### config.mk
export PLATFORM = sky130hd
export DESIGN_NAME = hazard_scoreboard
export DESIGN_NICKNAME = d
export VERILOG_FILES = /design/src/rtl/hazard_scoreboard_pkg.sv /design/src/rtl/hazard_match.sv /design/src/rtl/hazard_scoreboard.sv
export SDC_FILE = /design/constraint.sdc
export NUM_CORES = 1
export LEC_CHECK = 0
export ABC_AREA = 1
export CORE_MARGIN = 2
export CORE_UTILIZATION = 57
export DETAILED_ROUTE_END_ITERATION = 8
export PLACE_DENSITY = 0.82
export SETUP_SLACK_MARGIN = 0.05
export SYNTH_ARGS = -nofsm -noshare
export SYNTH_HDL_FRONTEND = slang
export SYNTH_HIERARCHICAL = 1
export SYNTH_SLANG_ARGS = --single-unit
### constraint.sdc
create_clock -name clk -period 4.3 [get_ports clk]
set_input_delay 0.86 -clock clk [delete_from_list [all_inputs] [get_ports clk]]
set_output_delay 0.86 -clock clk [all_outputs]
set_load 0.02 [all_outputs]
### src/rtl/hazard_scoreboard_pkg.sv
// Shared encodings and entry layout for the MIPS hazard scoreboard.
// Imported by the scoreboard top and its operand matcher.
package hazard_scoreboard_pkg;

    localparam logic [3:0] TUSE_NONE = 4'hf;
    localparam int DEF_CNT_W = 32;

    localparam logic [1:0] FWD_RF = 2'd0;
    localparam logic [1:0] FWD_E  = 2'd1;
    localparam logic [1:0] FWD_M  = 2'd2;
    localparam logic [1:0] FWD_W  = 2'd3;

    localparam int ENT_W = 10;

    typedef struct packed {
        logic       valid;
        logic [4:0] tar;
        logic [3:0] tnew;
    } sb_entry_t;

    function automatic logic [3:0] sat_dec(input logic [3:0] x);
        return (x == 4'd0) ? 4'd0 : x - 4'd1;
    endfunction

    function automatic logic sb_match(input sb_entry_t x,
                                      input logic [4:0] r);
        return x.valid && (x.tar == r) && (r != 5'd0);
    endfunction

endpackage

### src/rtl/hazard_match.sv
// Nearest-writer lookup for one operand: stall request and forward select.
// Priority E > M > W; older matches are shadowed by the nearest one.
module hazard_match
    import hazard_scoreboard_pkg::*;
(
    input  logic [4:0]       reg_i,
    input  logic [3:0]       use_i,
    input  logic [ENT_W-1:0] ent_e_i,
    input  logic [ENT_W-1:0] ent_m_i,
    input  logic [ENT_W-1:0] ent_w_i,
    output logic             stall_req_o,
    output logic [1:0]       fwd_sel_o
);

    sb_entry_t  ent_e;
    sb_entry_t  ent_m;
    sb_entry_t  ent_w;
    logic       hit;
    logic [3:0] hit_tnew;
    logic [1:0] hit_sel;

    assign ent_e = sb_entry_t'(ent_e_i);
    assign ent_m = sb_entry_t'(ent_m_i);
    assign ent_w = sb_entry_t'(ent_w_i);

    always_comb begin
        hit      = 1'b0;
        hit_tnew = 4'd0;
        hit_sel  = FWD_RF;
        if (sb_match(ent_e, reg_i)) begin
            hit      = 1'b1;
            hit_tnew = ent_e.tnew;
            hit_sel  = FWD_E;
        end else if (sb_match(ent_m, reg_i)) begin
            hit      = 1'b1;
            hit_tnew = ent_m.tnew;
            hit_sel  = FWD_M;
        end else if (sb_match(ent_w, reg_i)) begin
            hit      = 1'b1;
            hit_tnew = ent_w.tnew;
            hit_sel  = FWD_W;
        end
    end

    assign stall_req_o = hit && (use_i != TUSE_NONE)
                         && (hit_tnew > use_i);
    assign fwd_sel_o = (hit && hit_tnew == 4'd0) ? hit_sel : FWD_RF;

endmodule

### src/rtl/hazard_scoreboard.sv
// Stall/forward controller for the 5-stage MIPS pipeline with a
// stall-cycle counter; tracks writers in E, M and W.
module hazard_scoreboard
    import hazard_scoreboard_pkg::*;
#(
    parameter int CNT_W = DEF_CNT_W
) (
    input  logic             clk,
    input  logic             reset,
    input  logic             d_valid,
    input  logic [4:0]       d_rs,
    input  logic [4:0]       d_rt,
    input  logic [3:0]       d_rs_use,
    input  logic [3:0]       d_rt_use,
    input  logic [4:0]       d_tar,
    input  logic [3:0]       d_tnew,
    output logic             stall,
    output logic [1:0]       fwd_rs_d,
    output logic [1:0]       fwd_rt_d,
    output logic [1:0]       fwd_rs_e,
    output logic [1:0]       fwd_rt_e,
    output logic [CNT_W-1:0] stall_cnt
);

    sb_entry_t        e_q, e_d;
    sb_entry_t        m_q, m_d;
    sb_entry_t        w_q, w_d;
    logic [4:0]       e_rs_q, e_rs_d;
    logic [4:0]       e_rt_q, e_rt_d;
    logic [CNT_W-1:0] cnt_q, cnt_d;

    logic      stall_rs;
    logic      stall_rt;
    logic      unused_stall_rs_e;
    logic      unused_stall_rt_e;
    sb_entry_t e_masked;

    // E-stage operands can only forward from M or W
    assign e_masked = '{valid: 1'b0, tar: e_q.tar, tnew: e_q.tnew};

    hazard_match u_rs_d (
        .reg_i       (d_rs),
        .use_i       (d_rs_use),
        .ent_e_i     (e_q),
        .ent_m_i     (m_q),
        .ent_w_i     (w_q),
        .stall_req_o (stall_rs),
        .fwd_sel_o   (fwd_rs_d)
    );

    hazard_match u_rt_d (
        .reg_i       (d_rt),
        .use_i       (d_rt_use),
        .ent_e_i     (e_q),
        .ent_m_i     (m_q),
        .ent_w_i     (w_q),
        .stall_req_o (stall_rt),
        .fwd_sel_o   (fwd_rt_d)
    );

    hazard_match u_rs_e (
        .reg_i       (e_rs_q),
        .use_i       (TUSE_NONE),
        .ent_e_i     (e_masked),
        .ent_m_i     (m_q),
        .ent_w_i     (w_q),
        .stall_req_o (unused_stall_rs_e),
        .fwd_sel_o   (fwd_rs_e)
    );

    hazard_match u_rt_e (
        .reg_i       (e_rt_q),
        .use_i       (TUSE_NONE),
        .ent_e_i     (e_masked),
        .ent_m_i     (m_q),
        .ent_w_i     (w_q),
        .stall_req_o (unused_stall_rt_e),
        .fwd_sel_o   (fwd_rt_e)
    );

    assign stall = (stall_rs | stall_rt) & d_valid;

    always_comb begin
        m_d      = e_q;
        m_d.tnew = sat_dec(e_q.tnew);
        w_d      = m_q;
        w_d.tnew = sat_dec(m_q.tnew);
        e_d      = '0;
        e_rs_d   = 5'd0;
        e_rt_d   = 5'd0;
        if (!stall) begin
            e_d.valid = d_valid;
            e_d.tar   = d_tar;
            e_d.tnew  = sat_dec(d_tnew);
            e_rs_d    = d_rs;
            e_rt_d    = d_rt;
        end
        cnt_d = cnt_q + {{(CNT_W-1){1'b0}}, stall};
    end

    always_ff @(posedge clk) begin
        if (reset) begin
            e_q    <= '0;
            m_q    <= '0;
            w_q    <= '0;
            e_rs_q <= 5'd0;
            e_rt_q <= 5'd0;
            cnt_q  <= '0;
        end else begin
            e_q    <= e_d;
            m_q    <= m_d;
            w_q    <= w_d;
            e_rs_q <= e_rs_d;
            e_rt_q <= e_rt_d;
            cnt_q  <= cnt_d;
        end
    end

    assign stall_cnt = cnt_q;

endmodule

==> out/results.txt <==
In this run the cell area of the synthesized design comes to 5364 µm². Counting along the longest clock path gives a buffer depth of 2. The final clock period utilization by the worst path was 93.99%. The area of the core was 9196 µm²; the final sum of negative setup slack was 0 ns. The setup slack at placement was -0.3741 ns; the leakage dissipation was 3.047 nW. In this run the power density over the cells is 220.6 nW/µm². The critical path goes through dlygate4sd2_1 -> xnor2_1 -> nand2_1 -> nor2_4 -> nand2_4 -> or2_1 -> nand2_1 -> inv_1 -> ha_1 -> inv_1 -> o21bai_1 -> a21oi_1 -> nor2_1 -> o2111ai_1 -> inv_1 -> o21a_1 -> buf_4. The tightest min-delay check is of the flop to flop type.

The critical path capture point type is a primary output. For the total met3 wirelength after detailed routing, the log shows 685 µm. Sequential cells account for 50.2% of the total power.

Combinational logic is responsible for 16.9% of the overall power. Die outline width: 101.0 µm. For this run, the detailed router's first-pass iteration total came to 5. The analysis attributes to net switching a power of 0.0004565 W.

The internal power component came out at 0.001004 W. The switching power as a share of total power came out at 31.26%. The category of the most critical setup path is primary input to primary output. The overall die height is 101.0 µm. The tools report the effective utilization at floorplan as 58.33%.

For the setup violation total in the final timing report, the log shows 0. Highest routed metal layer: met4. The run finished with clean final reports. The count of non-filler cells in the finished layout came out at 1,098.

The run gives 5,037 as the via count of the first global-routing pass. Summed over all nets, the half-perimeter wirelength after detailed placement is 10.10 mm. Pin placement for this block handled 71 I/O pins.

The clock tree synthesis step divided the H-tree into 3 levels. The post-detailed-route wirelength per cell came out at 12.04 µm. The yosys synthesis warning count came out at 6. The kind of launch point of the worst setup path was a primary input. The tools report the fraction of power consumed by the clock network as 32.9%. On the critical path the largest part of the delay comes from simple AND/OR/NAND/NOR gates. The tools report the number of nets with antenna violations after routing as 0.

The highest attainable clock frequency is 247.4 MHz. For this design, the CTS-stage hold fixing added 0 buffers. The number of antenna diodes in the final layout is 0. The wire length on met2 is 6.399 mm, and the max-capacitance violation count is 0. The total overflow left after global routing is 0. The required time of the critical path is 3.44 ns.

The capture endpoint of the worst hold path is m_q[9]. TritonCTS built the clock tree. Setup repair after global routing left no endpoint under its margin.

Global routing consumed, over all layers together, 27.05% of the routing resources. In the routed design, unresolved DRC markers number 0. The run gives 71.97% as the fraction of the core area covered by cells at the end of the flow. The buffer cell driving the clock tree root was clkbuf_8. The final weighted congestion of routability-driven global placement was 0.9301; the number of max-slew violations in the final report was 0.

For the maximum number of pins on one net before global-route repair, the log shows 25. IR analysis of the VDD net gives a maximum drop of 188.0 µV. The worst path in the final design needs a cycle of 4.041 ns, including I/O delays and setup. The clock transition at the register clock pins on the worst setup and hold paths after CTS is 0.07 ns. The number of buffer cells added on primary ports is 70, and the number of sinks on the clock net is 72. For the total count of hold-check failures in the final report, the log shows 0. The worst hold path passes through 2 cells. Compared with the post-synthesis result, the final layout area differs by 23.40%. The largest incremental delay on the critical path is 0.34 ns, and the data arrival time at the worst-slack endpoint is 3.18 ns. The floorplan step defined a die boundary enclosing 10,200 µm². The worst-case clock skew is 0.01387 ns, and the number of nets in the finished design is 1,026. The buffers plus inverters on the worst setup path was 5; the final critical-path setup slack was 0.2586 ns. Cells with a size suffix above 1 make up 17.93% of the layout.

Measured in cells, the most critical reg-to-reg path has a length of 26. In this run the worst path has a maximum fanout of 6. The remaining max-slew budget at the tightest pin is 52.72%.

The detailed router finished its first iteration with 277 violations. The cell row count came out at 35. The wire length of the first global-routing pass is 22.06 mm. The tools report the critical hold path startpoint as e_q[9]. The endpoint identified for the worst register-to-register timing path is stall_cnt[24]. Including well taps, the total number of placed cells is 1,080.

The post-synthesis average cell area is 6.165 µm², and the cell count after synthesis is 870. The source-to-sink clock delay at the later pin of the worst-skew pair is 0.36 ns. Counting the fill cells in the layout gives 820. The detailed router placed 5,464 vias in this run. At the pin with the least slew margin, the transition time is 0.7084 ns. In the routed layout, each cell is associated on average with a via count of 4.976. The run gives 9 as the TritonCTS buffer count. Initial antenna violation count: 0. Among the stages of the critical path, the cell type that occurs most often is inv_1.

For the final wirelength, the log shows 13.23 mm. For this block, wires on met1 add up to 5.761 mm. The tools report the launch instance of the worst register-to-register path as e_masked[4]. The worst-path cell with the longest stage delay was dlygate4sd2_1.

In this run the register-to-register setup slack is 0.58 ns.
metrics by stage:
stage / hold slack (ns) / total power (W) / cell area [µm²]
after floorplan: 0.4159 / 0.0009042 / 5368
after global placement: 0.4720 / 0.0009867 / 6434
after detailed placement: 0.4832 / 0.0009917 / 6434
after CTS: 0.4919 / 0.001462 / 6589
after global routing: 0.5041 / 0.001529 / 6619
final: 0.4984 / 0.001460 / 6619
power groups by stage:
stage	registers [W]	logic, W	clock network [W]
finish	0.000733	0.000247	0.000480
CTS	0.000732	0.000244	0.000487
detailed placement	0.000748	0.000244	0
floorplan	0.000731	0.000173	0
global placement	0.000748	0.000239	0
global route	0.000738	0.000279	0.000512
tightest hold or removal path, delay by kind of cell, from the launching register on:
family / cells / cell delay, ns
buf+inv: 1 / 0.07
flops: 1 / 0.36
simple gates: 1 / 0.04
what timing repair did:
item / in CTS / in global routing
resized for setup: 14 / 32
setup endpoints to repair: 5 / 17
buffers inserted: 0 / 2
pin swaps: 3 / 15
registers in the layout, summed over array words and instances (netlist names):
signal and flops:
stall_cnt 32, m_q 10, w_q 10, e_masked 9, e_rs_q 5, e_rt_q 5, e_q 1
per-layer routing:
metal  up-vias  track usage [%]
met1      2409            32.84
met4         0            11.85
met2       148            47.54
met5         -                0
li1       2876                -
met3        31            3.745
how the worst max path moves through the flow:
stage | cells past startpoint | endpoint | slack [ns] | start
floorplan | 24 | stall_cnt[12] | 0.39 | d_rt[1]
global placement | 17 | stall | -0.37 | d_rt[2]
detailed placement | 17 | stall | -0.37 | d_rt[2]
CTS | 18 | stall | 0.06 | d_rs[4]
global route | 30 | stall_cnt[26] | 0.02 | d_rs[3]
finish | 17 | stall | 0.26 | d_rs[2]
layout by cell type (no fill, tap or decap), types with 22 or more instances in the layout:
| cell type | instances |
|---|---|
| nor2_4 | 26 |
| inv_1 | 133 |
| nand2_1 | 222 |
| dfxtp_1 | 72 |
| o21ai_0 | 22 |
| nor2_1 | 117 |
| a21oi_1 | 29 |
| nand2_2 | 28 |
| buf_4 | 36 |
| nand3_1 | 51 |
| clkdlybuf4s50_1 | 59 |
layout make-up:
cell class | count | area [µm²] | area share, %
clock inverters | 6 | 43.79 | 0.6616
well taps | 111 | 138.9 | 2.098
repair buffers | 105 | 927.1 | 14.01
flip-flops and latches | 72 | 1441 | 21.78
clock buffers | 10 | 127.6 | 1.928
inverters | 164 | 615.6 | 9.301
multi-input cells | 630 | 3324 | 50.23
Note: power is estimated with default switching activity, not from simulation.
